`config.mk`:
```
export PLATFORM = sky130hd
export DESIGN_NAME = store_buffer_flat
export DESIGN_NICKNAME = d
export VERILOG_FILES = /design/src/rtl/store_buffer_pkg.sv /design/src/rtl/store_buffer_if.sv /design/src/rtl/store_buffer_fwd_search.sv /design/src/rtl/store_buffer.sv /design/src/flat_wrapper.sv
export SDC_FILE = /design/constraint.sdc
export NUM_CORES = 1
export LEC_CHECK = 0
export ABC_AREA = 0
export CAP_MARGIN = 10
export CORE_ASPECT_RATIO = 0.6
export CORE_UTILIZATION = 30
export CTS_BUF_LIST = sky130_fd_sc_hd__clkbuf_4 sky130_fd_sc_hd__clkbuf_8 sky130_fd_sc_hd__clkbuf_16
export CTS_CLUSTER_SIZE = 40
export DETAILED_ROUTE_END_ITERATION = 16
export PLACE_DENSITY = 0.54
export SLEW_MARGIN = 10
export SYNTH_ARGS = -nofsm -noshare
export SYNTH_HDL_FRONTEND = slang
export SYNTH_SLANG_ARGS = --single-unit
```
`constraint.sdc`:
```
create_clock -name clk -period 8.4 [get_ports clk]
set_input_delay 1.68 -clock clk [delete_from_list [all_inputs] [get_ports clk]]
set_output_delay 1.68 -clock clk [all_outputs]
set_load 0.05 [all_outputs]
```
`src/rtl/store_buffer_pkg.sv`:
```
// Shared widths, default sizing and bus types for the store buffer.
// Latency: n/a (types and constants only).
// Backpressure: n/a.
package store_buffer_pkg;

    localparam int RV32_ADDR_WIDTH = 32;
    localparam int RV32_DATA_WIDTH = 32;

    // Default sizing: 4 entries, 2-bit pointers.
    localparam int DEF_STBUF_DEPTH = 4;
    localparam int DEF_STBUF_SEL   = 2;

    typedef logic [RV32_ADDR_WIDTH-1:0] addr_t;
    typedef logic [RV32_DATA_WIDTH-1:0] data_t;

endpackage

```
`src/rtl/store_buffer_if.sv`:
```
// Store buffer bus: ldst allocate, ROB commit/kill, load forwarding, dmem drain.
// Latency: n/a (signal bundle).
// Backpressure: o_stbuf_full stalls the ldst unit; i_dmem_occupy holds off the drain.
// Ports: master = ldst/ROB/dmem side driving i_* and sampling o_*; slave = store buffer.
interface store_buffer_if;
    import store_buffer_pkg::*;

    logic       i_exfin_st;
    addr_t      i_exfin_st_addr;
    data_t      i_exfin_st_data;
    logic       o_stbuf_full;
    logic [1:0] i_com_st_num;
    logic       i_kill;
    addr_t      i_ld_addr;
    logic       o_stbuf_addr_hit;
    data_t      o_stbuf_rd_data;
    logic       i_dmem_occupy;
    logic       o_dmem_we;
    addr_t      o_dmem_wr_addr;
    data_t      o_dmem_wr_data;

    modport master (
        output i_exfin_st, i_exfin_st_addr, i_exfin_st_data, i_com_st_num, i_kill,
               i_ld_addr, i_dmem_occupy,
        input  o_stbuf_full, o_stbuf_addr_hit, o_stbuf_rd_data, o_dmem_we,
               o_dmem_wr_addr, o_dmem_wr_data
    );

    modport slave (
        input  i_exfin_st, i_exfin_st_addr, i_exfin_st_data, i_com_st_num, i_kill,
               i_ld_addr, i_dmem_occupy,
        output o_stbuf_full, o_stbuf_addr_hit, o_stbuf_rd_data, o_dmem_we,
               o_dmem_wr_addr, o_dmem_wr_data
    );

endinterface

```
`src/rtl/store_buffer_fwd_search.sv`:
```
// Age-ordered address match over the store buffer entries; youngest valid match wins.
// Latency: purely combinational.
// Backpressure: none.
// Ports: vld/addr = entry array, tail = next free slot, ld_addr = lookup; hit/idx = result.
module store_buffer_fwd_search
    import store_buffer_pkg::*;
#(
    parameter int DEPTH = DEF_STBUF_DEPTH,
    parameter int SEL   = DEF_STBUF_SEL
) (
    input  logic [DEPTH-1:0] vld,
    input  addr_t            addr [DEPTH],
    input  logic [SEL-1:0]   tail,
    input  addr_t            ld_addr,
    output logic             hit,
    output logic [SEL-1:0]   idx
);

    logic [SEL-1:0] pos;

    // Walk from tail-DEPTH (oldest possible slot) up to tail-1 so the last
    // match written is the youngest one. Invalid slots never match, so the
    // walk does not need to know where head is.
    always_comb begin
        hit = 1'b0;
        idx = '0;
        pos = '0;
        for (int k = DEPTH; k >= 1; k--) begin
            pos = tail - SEL'(k);
            if (vld[pos] && (addr[pos] == ld_addr)) begin
                hit = 1'b1;
                idx = pos;
            end
        end
    end

endmodule

```
`src/rtl/store_buffer.sv`:
```
// Circular store buffer: holds finished stores until commit, drains committed ones to dmem in order.
// Latency: allocate/commit take effect next cycle; forwarding and drain request are combinational.
// Backpressure: o_stbuf_full stalls allocation; drain waits while i_dmem_occupy is high.
// Ports: clk, rst_n (async active-low), bus (store_buffer_if.slave).
module store_buffer
    import store_buffer_pkg::*;
#(
    parameter int STBUF_DEPTH = DEF_STBUF_DEPTH,
    parameter int STBUF_SEL   = DEF_STBUF_SEL
) (
    input  logic          clk,
    input  logic          rst_n,
    store_buffer_if.slave bus
);

    localparam int CW = STBUF_SEL + 1;

    logic [STBUF_DEPTH-1:0] vld;
    logic [STBUF_DEPTH-1:0] com;
    logic [STBUF_DEPTH-1:0] com_set;
    addr_t                  ent_addr [STBUF_DEPTH];
    data_t                  ent_data [STBUF_DEPTH];

    logic [STBUF_SEL-1:0] head;
    logic [STBUF_SEL-1:0] com_ptr;
    logic [STBUF_SEL-1:0] com_ptr_nxt;
    logic [STBUF_SEL-1:0] tail;
    logic [STBUF_SEL-1:0] fwd_idx;
    // cnt = valid entries; ccnt = committed entries, which is what survives a kill.
    logic [CW-1:0]        cnt;
    logic [CW-1:0]        ccnt;
    logic [CW-1:0]        ccnt_nxt;

    logic full;
    logic alloc;
    logic drain;
    logic fwd_hit;

    assign full        = (cnt == CW'(STBUF_DEPTH));
    assign alloc       = bus.i_exfin_st & ~full & ~bus.i_kill;
    assign drain       = vld[head] & com[head] & ~bus.i_dmem_occupy;
    assign com_ptr_nxt = com_ptr + STBUF_SEL'(bus.i_com_st_num);
    assign ccnt_nxt    = ccnt + CW'(bus.i_com_st_num) - CW'(drain);

    // Slots com_ptr .. com_ptr+i_com_st_num-1 (mod depth) commit this cycle.
    always_comb begin
        com_set = '0;
        for (int i = 0; i < STBUF_DEPTH; i++) begin
            com_set[i] = ({2'b00, STBUF_SEL'(i) - com_ptr} <
                          {STBUF_SEL'(0), bus.i_com_st_num});
        end
    end

    always_ff @(posedge clk or negedge rst_n) begin
        if (!rst_n) begin
            vld <= '0;
            com <= '0;
            for (int i = 0; i < STBUF_DEPTH; i++) begin
                ent_addr[i] <= '0;
                ent_data[i] <= '0;
            end
        end else begin
            for (int i = 0; i < STBUF_DEPTH; i++) begin
                if (drain && (head == STBUF_SEL'(i))) begin
                    vld[i] <= 1'b0;
                    com[i] <= 1'b0;
                end else if (alloc && (tail == STBUF_SEL'(i))) begin
                    vld[i]      <= 1'b1;
                    com[i]      <= 1'b0;
                    ent_addr[i] <= bus.i_exfin_st_addr;
                    ent_data[i] <= bus.i_exfin_st_data;
                end else begin
                    if (com_set[i]) begin
                        com[i] <= 1'b1;
                    end
                    // Commit lands before the kill, so same-cycle commits survive.
                    if (bus.i_kill && !com[i] && !com_set[i]) begin
                        vld[i] <= 1'b0;
                    end
                end
            end
        end
    end

    always_ff @(posedge clk or negedge rst_n) begin
        if (!rst_n) begin
            head    <= '0;
            com_ptr <= '0;
            tail    <= '0;
            cnt     <= '0;
            ccnt    <= '0;
        end else begin
            head    <= head + STBUF_SEL'(drain);
            com_ptr <= com_ptr_nxt;
            ccnt    <= ccnt_nxt;
            if (bus.i_kill) begin
                tail <= com_ptr_nxt;
                cnt  <= ccnt_nxt;
            end else begin
                tail <= tail + STBUF_SEL'(alloc);
                cnt  <= cnt + CW'(alloc) - CW'(drain);
            end
        end
    end

    store_buffer_fwd_search #(
        .DEPTH (STBUF_DEPTH),
        .SEL   (STBUF_SEL)
    ) u_fwd (
        .vld     (vld),
        .addr    (ent_addr),
        .tail    (tail),
        .ld_addr (bus.i_ld_addr),
        .hit     (fwd_hit),
        .idx     (fwd_idx)
    );

    assign bus.o_stbuf_full     = full;
    assign bus.o_stbuf_addr_hit = fwd_hit;
    assign bus.o_stbuf_rd_data  = fwd_hit ? ent_data[fwd_idx] : '0;
    assign bus.o_dmem_we        = drain;
    assign bus.o_dmem_wr_addr   = drain ? ent_addr[head] : '0;
    assign bus.o_dmem_wr_data   = drain ? ent_data[head] : '0;

endmodule

```
`src/flat_wrapper.sv`:
```
// flat-port wrapper written by rule: the top's interface ports become plain ports
module store_buffer_flat import store_buffer_pkg::*;
#(
    parameter int STBUF_DEPTH = DEF_STBUF_DEPTH,
    parameter int STBUF_SEL   = DEF_STBUF_SEL
)
  (clk, rst_n, bus_i_exfin_st, bus_i_exfin_st_addr, bus_i_exfin_st_data, bus_i_com_st_num, bus_i_kill, bus_i_ld_addr, bus_i_dmem_occupy, bus_o_stbuf_full, bus_o_stbuf_addr_hit, bus_o_stbuf_rd_data, bus_o_dmem_we, bus_o_dmem_wr_addr, bus_o_dmem_wr_data);
  store_buffer_if bus_i ();
  input  logic clk;
  input  logic rst_n;
  input wire logic [$bits(bus_i.i_exfin_st)-1:0] bus_i_exfin_st;
  input wire logic [$bits(bus_i.i_exfin_st_addr)-1:0] bus_i_exfin_st_addr;
  input wire logic [$bits(bus_i.i_exfin_st_data)-1:0] bus_i_exfin_st_data;
  input wire logic [$bits(bus_i.i_com_st_num)-1:0] bus_i_com_st_num;
  input wire logic [$bits(bus_i.i_kill)-1:0] bus_i_kill;
  input wire logic [$bits(bus_i.i_ld_addr)-1:0] bus_i_ld_addr;
  input wire logic [$bits(bus_i.i_dmem_occupy)-1:0] bus_i_dmem_occupy;
  output wire logic [$bits(bus_i.o_stbuf_full)-1:0] bus_o_stbuf_full;
  output wire logic [$bits(bus_i.o_stbuf_addr_hit)-1:0] bus_o_stbuf_addr_hit;
  output wire logic [$bits(bus_i.o_stbuf_rd_data)-1:0] bus_o_stbuf_rd_data;
  output wire logic [$bits(bus_i.o_dmem_we)-1:0] bus_o_dmem_we;
  output wire logic [$bits(bus_i.o_dmem_wr_addr)-1:0] bus_o_dmem_wr_addr;
  output wire logic [$bits(bus_i.o_dmem_wr_data)-1:0] bus_o_dmem_wr_data;
  assign bus_i.i_exfin_st = bus_i_exfin_st;
  assign bus_i.i_exfin_st_addr = bus_i_exfin_st_addr;
  assign bus_i.i_exfin_st_data = bus_i_exfin_st_data;
  assign bus_i.i_com_st_num = bus_i_com_st_num;
  assign bus_i.i_kill = bus_i_kill;
  assign bus_i.i_ld_addr = bus_i_ld_addr;
  assign bus_i.i_dmem_occupy = bus_i_dmem_occupy;
  assign bus_o_stbuf_full = bus_i.o_stbuf_full;
  assign bus_o_stbuf_addr_hit = bus_i.o_stbuf_addr_hit;
  assign bus_o_stbuf_rd_data = bus_i.o_stbuf_rd_data;
  assign bus_o_dmem_we = bus_i.o_dmem_we;
  assign bus_o_dmem_wr_addr = bus_i.o_dmem_wr_addr;
  assign bus_o_dmem_wr_data = bus_i.o_dmem_wr_data;
  store_buffer #(.STBUF_DEPTH(STBUF_DEPTH), .STBUF_SEL(STBUF_SEL)) u_core (.clk(clk), .rst_n(rst_n), .bus(bus_i));
endmodule
```
==> reports/metrics.yaml <==
layout:
  design_area_um2: 23050
  area_delta_synth_final_pct: 20.88
  regArea_um2: 6922
  fillers: 6108
  drive_gt1_frac: 0.3246
  layout.nets: 1740
  instances_no_fill: 2485
  multi_input_area_um2: 11420
clocking:
  cts_resized: 0
  numCtsBuffers: 30
  cts_buffer_depth: 3
  cts_tree: "yes"
  h-tree-depth: 1
  ctsHoldBuffers: 0
  cts_setup_buffers: 0
  cts_sinks: 276
  root_buffer: "clkbuf_16"
  clk_latency_ps: 600
  clk_pin_slew_ps: 60
die:
  core_area_um2: 62720
  initial_core_util: 0.3041
  die_area_um2: 64610
  rows: 71
  die_h_um: 197.3
  fp.dieW_um: 327.5
  io-pin-count: 202
worst_setup_path:
  crit_type: "reg -> out"
  crit_arrival_ps: 5970
  startpoint_type: "flip-flop"
  worst_setup_path_end_kind: "primary output"
  crit_fanout: 64
  cp.required_ps: 6720
place:
  hpwl_um: 45340
  placed_cells: 2425
  post_dp_cell_area_um2: 21940
  port_buffers: 201
  gp_congestion: 0.9473
route:
  drt_wl_total_um: 63850
  dr_total_vias: 13770
  via_per_inst: 5.542
  firstDrtPassIters: 11
  drtAntennaViolNets: 0
  drc: 4
  wl_per_cell_um: 25.69
  drtIter0Drc: 1099
global_route:
  grt_use_total: 0.1968
  grt_max_degree: 124
  antenna_found_initial: 8
  grt_pass1_wl_um: 95430
  overflow: 0
  grt_pass1_vias: 13880
sta:
  fmax_mhz: 130.7
  whs_ps: 473.0
  period_needed_ps: 7650
  timing.final.crit_share: 0.9108
  fin_skew_ps: 18.52
  rsz0062_at_grt: "no"
  drv_slew: 0
  tightestPinTransition_ps: 1058
  maxSlewHeadroom: 0.2948
  hold_viol: 0
  setup_tns_ps: 0
  setup_viol: 0
power_and_ir_drop:
  p_leak_nw: 8.760
  p_per_area_nw_per_um2: 457.2
  ir_worst_vdd_mv: 0.2259
synth:
  ys_types: 72
  syn_nets: 1611
  synth_area_leaders: "dfrtp_1 36%, mux4_2 16%, mux2_2 16%, mux2i_1 9.0%, xnor2_1 3.2%"
  synth-async-reset-ratio: 1.000
  yosysSeqAreaShare: 0.3622
  synth_ff_type: "dfrtp_1"
  ys_ff_latch: 276
  synth_cells: 1489
  synthesis.area_um2: 19070
  synth_area_leader_cell: "dfrtp_1"
  synth_edf_count: 0
  yosys_warnings: 0
  post-synth-top-area-fraction: 0.3622
  synth.avg_cell_area_um2: 12.81
run_status:
  status: "finished, violations left"
  violations: "DRC"
run:
  drv_cap: 0
worst_hold_path:
  min_path_type: "reg -> reg"
==> flip-flops by register name (all words and copies together) (netlist names) <==
| register | flops |
|---|---|
| u_core.ccnt | 3 |
| u_core.vld | 4 |
| u_core.com_ptr | 2 |
| u_core.ent_data | 128 |
| u_core.com | 4 |
| u_core.cnt | 3 |
| u_core.head | 2 |
| u_core.ent_addr | 128 |
| u_core.tail | 2 |
==> worst max-delay path, cell delays in order, from the launching register on <==
cell and delay [ps]:
dfrtp_4 510, inv_1 270, ha_4 700, buf_4 530, mux2i_1 490, o22ai_1 140
nor3_1 190, a21oi_1 100, nor4_1 450, or4b_4 560, o221ai_4 210, buf_12 380
mux2i_1 270, o22ai_1 160, buf_12 200
==> logic make-up after synthesis <==
| kind of cell | Yosys count | share of synthesized area |
|---|---|---|
| XOR/XNOR | 119 | 0.05465 |
| multiplexers | 581 | 0.4153 |
| AND/OR/NAND/NOR | 196 | 0.05819 |
| AO/OA/AOI/OAI | 146 | 0.05419 |
| buffers and inverters | 152 | 0.04146 |
| flip-flops | 276 | 0.3622 |
| adder cells (fa/ha/maj) | 19 | 0.01404 |
==> report_power, final <==
group          switching [mW]  internal [mW]
Sequential              0.947           2.01
Clock                   0.594          0.875
Combinational            3.10           3.01
==> placed cells by master (no fill, tap or decap), drive strengths merged, types with 4 or more instances in the layout <==
| cell | count |
|---|---|
| bufinv | 5 |
| nand4 | 18 |
| a221oi | 6 |
| mux2i | 171 |
| xnor2 | 70 |
| o21ai | 11 |
| a211oi | 10 |
| nor2 | 24 |
| mux4 | 140 |
| nor3 | 10 |
| ha | 15 |
| a31oi | 4 |
| nand2 | 30 |
| diode | 4 |
| o22ai | 42 |
| nand3 | 7 |
| nor2b | 70 |
| inv | 26 |
| and2 | 4 |
| clkdlybuf4s50 | 168 |
| clkbuf | 41 |
| fa | 4 |
| buf | 55 |
| a21oi | 20 |
| xor2 | 49 |
| nor4 | 13 |
| o2bb2ai | 4 |
| mux2 | 270 |
| dfrtp | 276 |
| o221ai | 8 |
| clkinv | 7 |
| o211ai | 4 |
| a22oi | 7 |
==> final timing paths <==
kind	start	endpoint	slack, ps	cells past startpoint
max reg2reg	u_core.tail[1]	u_core.ent_data[36]	4230	7
max	u_core.tail[1]	bus_o_stbuf_rd_data[27]	750	14
min reg2reg	u_core.ccnt[2]	u_core.ccnt[2]	470	1
min	u_core.ccnt[2]	u_core.ccnt[2]	470	1
min in group asynchronous	rst_n	u_core.ent_addr[18]	1050	1
max in group asynchronous	rst_n	u_core.ent_data[8]	5870	2
==> synth_stat cells, types with 10 or more instances <==
library cell	instances
a211oi_1	10
a21oi_1	20
buf_1	21
buf_2	18
clkbuf_1	64
dfrtp_1	276
ha_1	15
inv_1	24
mux2_2	266
mux2i_1	171
mux4_2	136
nand2_1	30
nand4_1	18
nor2_1	24
nor2b_1	70
nor3_1	10
nor4_1	13
o22ai_1	42
xnor2_1	70
xor2_1	49
==> per-stage QoR <==
step                      total power [mW]  setup slack (ps)    util
after floorplan                      7.156              1705       -
after detailed placement             9.016              1154  0.3499
final                                10.54             749.7  0.3676
after global placement               8.934              1070  0.3499
after CTS                            10.55             796.1  0.3674
after global routing                 11.12             499.4  0.3675
==> per-layer routing <==
layer  vias up  GRT usage  share of wire
met5         -          0        0.00036
met4         4    0.02492          0.011
met3        49    0.05472          0.085
met2       491     0.2745           0.41
met1      7283     0.3042           0.49
li1       5945          -              -
==> area by class of cell <==
| class | instances | share of cell area |
|---|---|---|
| Clock inverter | 15 | 0.01042 |
| Clock buffer | 41 | 0.03723 |
| Antenna cell | 4 | 0.0004342 |
| Multi-Input combinational cell | 1061 | 0.4955 |
| Inverter | 26 | 0.004233 |
| Timing Repair Buffer | 223 | 0.1064 |
| Sequential cell | 276 | 0.3002 |
| Tap cell | 839 | 0.04554 |
Power figures use the tool's default switching activity.
==> RTL change, RTL diff (config.mk and constraints unchanged) <==
Change the package constant `DEF_STBUF_SEL` from 2 to 4.
--- a/src/rtl/store_buffer_pkg.sv
+++ b/src/rtl/store_buffer_pkg.sv
@@ -9,5 +9,5 @@
     // Default sizing: 4 entries, 2-bit pointers.
     localparam int DEF_STBUF_DEPTH = 4;
-    localparam int DEF_STBUF_SEL   = 2;
+    localparam int DEF_STBUF_SEL   = 4;
 
     typedef logic [RV32_ADDR_WIDTH-1:0] addr_t;
Function: changed (Yosys sat finds a counterexample within 4 cycles, from zero or initial values and one cycle with rst_n low).
==> RTL change against the original RTL <==
  * Register-to-register slack got worse by 0.73 ns
  * Setup slack worse by 0.32 ns
  * Synthesized area up 11%
  * Highest routed layer unchanged
  * Design area up 9.1%
  * Sequential share of layout area fell by 1.5 points
  * Routed wire length rose by 18%
  * Power grew 6.8%
  * Sequential cell count increased by 10
==> RTL change: results (changes against the original RTL) <==
| Metric | Value |
|---|---|
| Leakage | 9.78 nW (was 8.76 nW) |
| Crit-path slowest cell | or4_1 (was ha_4) |
| Status | completed (was finished with violations) |
| Post-cts sizing count | 0 (unchanged) |
| Yosys cell types | 72 (unchanged) |
| Clock Skew | 0.0430 ns (was 0.0185 ns) |
| GR Util All Layers | 20.8% (was 19.7%) |
| Fillers | 6747 (was 6108) |
| Largest net degree at the start of global routing | 138 (was 124) |
| Hold Path Class | flip-flop to flip-flop (unchanged) |
| Syn. warnings | 0 (unchanged) |
| VDD IR-drop max | 265 uV (was 226 uV) |
| Critical Path AT | 6.29 ns (was 5.97 ns) |
| First-pass iteration count of the detailed router | 6 (was 11) |
| Asr flop ratio synth | 100% (unchanged) |
| WL final | 75.6 mm (was 63.8 mm) |
| Seq/Total Area, Yosys | 33.7% (was 36.2%) |
| Syn Nets | 1859 (was 1611) |
| Vias in the first global route | 16.0k (was 13.9k) |
| Via count | 16.3k (was 13.8k) |
| Nets | 1972 (was 1740) |
| Layout cell share with drive strength beyond 1 | 34.1% (was 32.5%) |
| # DRC | 0 (was 4) |
| Final HPWL DP | 52.3 mm (was 45.3 mm) |
| Clock Tree Root | clkbuf_16 (unchanged) |
| Synth area leaders | dfrtp_1, mux4_2, mux2_2 (unchanged) |
| I/O Buffers | 201 (unchanged) |
| Max H-tree Level | 2 (was 1) |
| Worst stage delay on the critical path | 0.60 ns (was 0.70 ns) |
| CTS buffer count | 36 (was 30) |
| Biggest regs | u_core.ent_addr x128, u_core.ent_data x128 (unchanged) |
| Crit-path max FO | 64 (unchanged) |
| Synth top cells by count | dfrtp_1, mux2_2, mux4_2, xnor2_1, nor2b_1 (was dfrtp_1, mux2_2, mux2i_1, mux4_2) |
| GP Congestion | 0.973 (was 0.947) |
| DR iter-0 viols | 1724 (was 1099) |
| Postcts setup bufs | 0 (unchanged) |
| Global-route wire length before repair | 112 mm (was 95.4 mm) |
| CP delay by family, top | compound AO/OA/AOI/OAI gates (was buffers and inverters) |
| Remaining Overflow, GRT | 0 (unchanged) |
| Max-slew headroom | 24.0% (was 29.5%) |
RTL change: layout make-up:
class	instances	area share [%]
Timing Repair Buffer	235	8.95
Clock buffer	52	4.28
Antenna cell	2	0.0199
Clock inverter	9	0.378
Multi-Input combinational cell	1237	52.6
Inverter	41	0.612
Sequential cell	286	28.5
Tap cell	924	4.60
RTL change: routing by layer:
layer / vias to the layer above / track usage [%] / wire length (um)
met3: 86 / 4.44 / 5700
met4: 6 / 4.42 / 1170
met1: 8717 / 32.7 / 37300
met5: - / 0 / 41
li1: 6883 / - / -
met2: 653 / 28.5 / 31500
RTL change: stage by stage:
stage               hold WS, ns  instance area [um^2]  std cells  setup slack, ns  util (%)
floorplan                 0.462                 21200       1724            0.636         -
global placement          0.506                 24000       2723            0.883      34.2
detailed placement        0.515                 24000       2723            0.871      34.2
CTS                       0.528                 25100       2784            0.465      35.9
global route              0.562                 25200       2785            0.125      35.9
finish                    0.518                 25200       2786            0.427      35.9
RTL change: kinds of logic (layout without fill, tap and decap cells):
kind of cell	count (synthesis)	after routing	synth area share, %
DFF	286	286	33.7
buffers and inverters	201	337	4.46
muxes	509	509	35.0
and+or+nand+nor	287	287	7.25
other	0	2	0
xor gates and xnor gates	133	133	5.55
adders and majority gates	32	32	2.03
AOI/OAI and AO/OA	276	276	12.1
RTL change: path summary, 6_finish.rpt:
kind	end	cells after the start	slack [ns]	start
setup / recovery	bus_o_stbuf_rd_data[30]	14	0.43	u_core.tail[1]
hold / removal	u_core.head[3]	1	0.52	u_core.head[3]
setup reg to reg	u_core.ent_data[91]	9	3.50	u_core.head[1]
hold reg to reg	u_core.head[3]	1	0.52	u_core.head[3]
max in group asynchronous	u_core.tail[0]	2	5.58	rst_n
min in group asynchronous	u_core.ent_addr[112]	1	1.13	rst_n
RTL change: power by group:
part / leakage (nW) / switching [mW] / internal (mW) / total, mW
Clock: 0.578 / 0.674 / 0.898 / 1.57
Sequential: 3.55 / 1.01 / 2.05 / 3.06
Combinational: 5.65 / 3.39 / 3.23 / 6.62
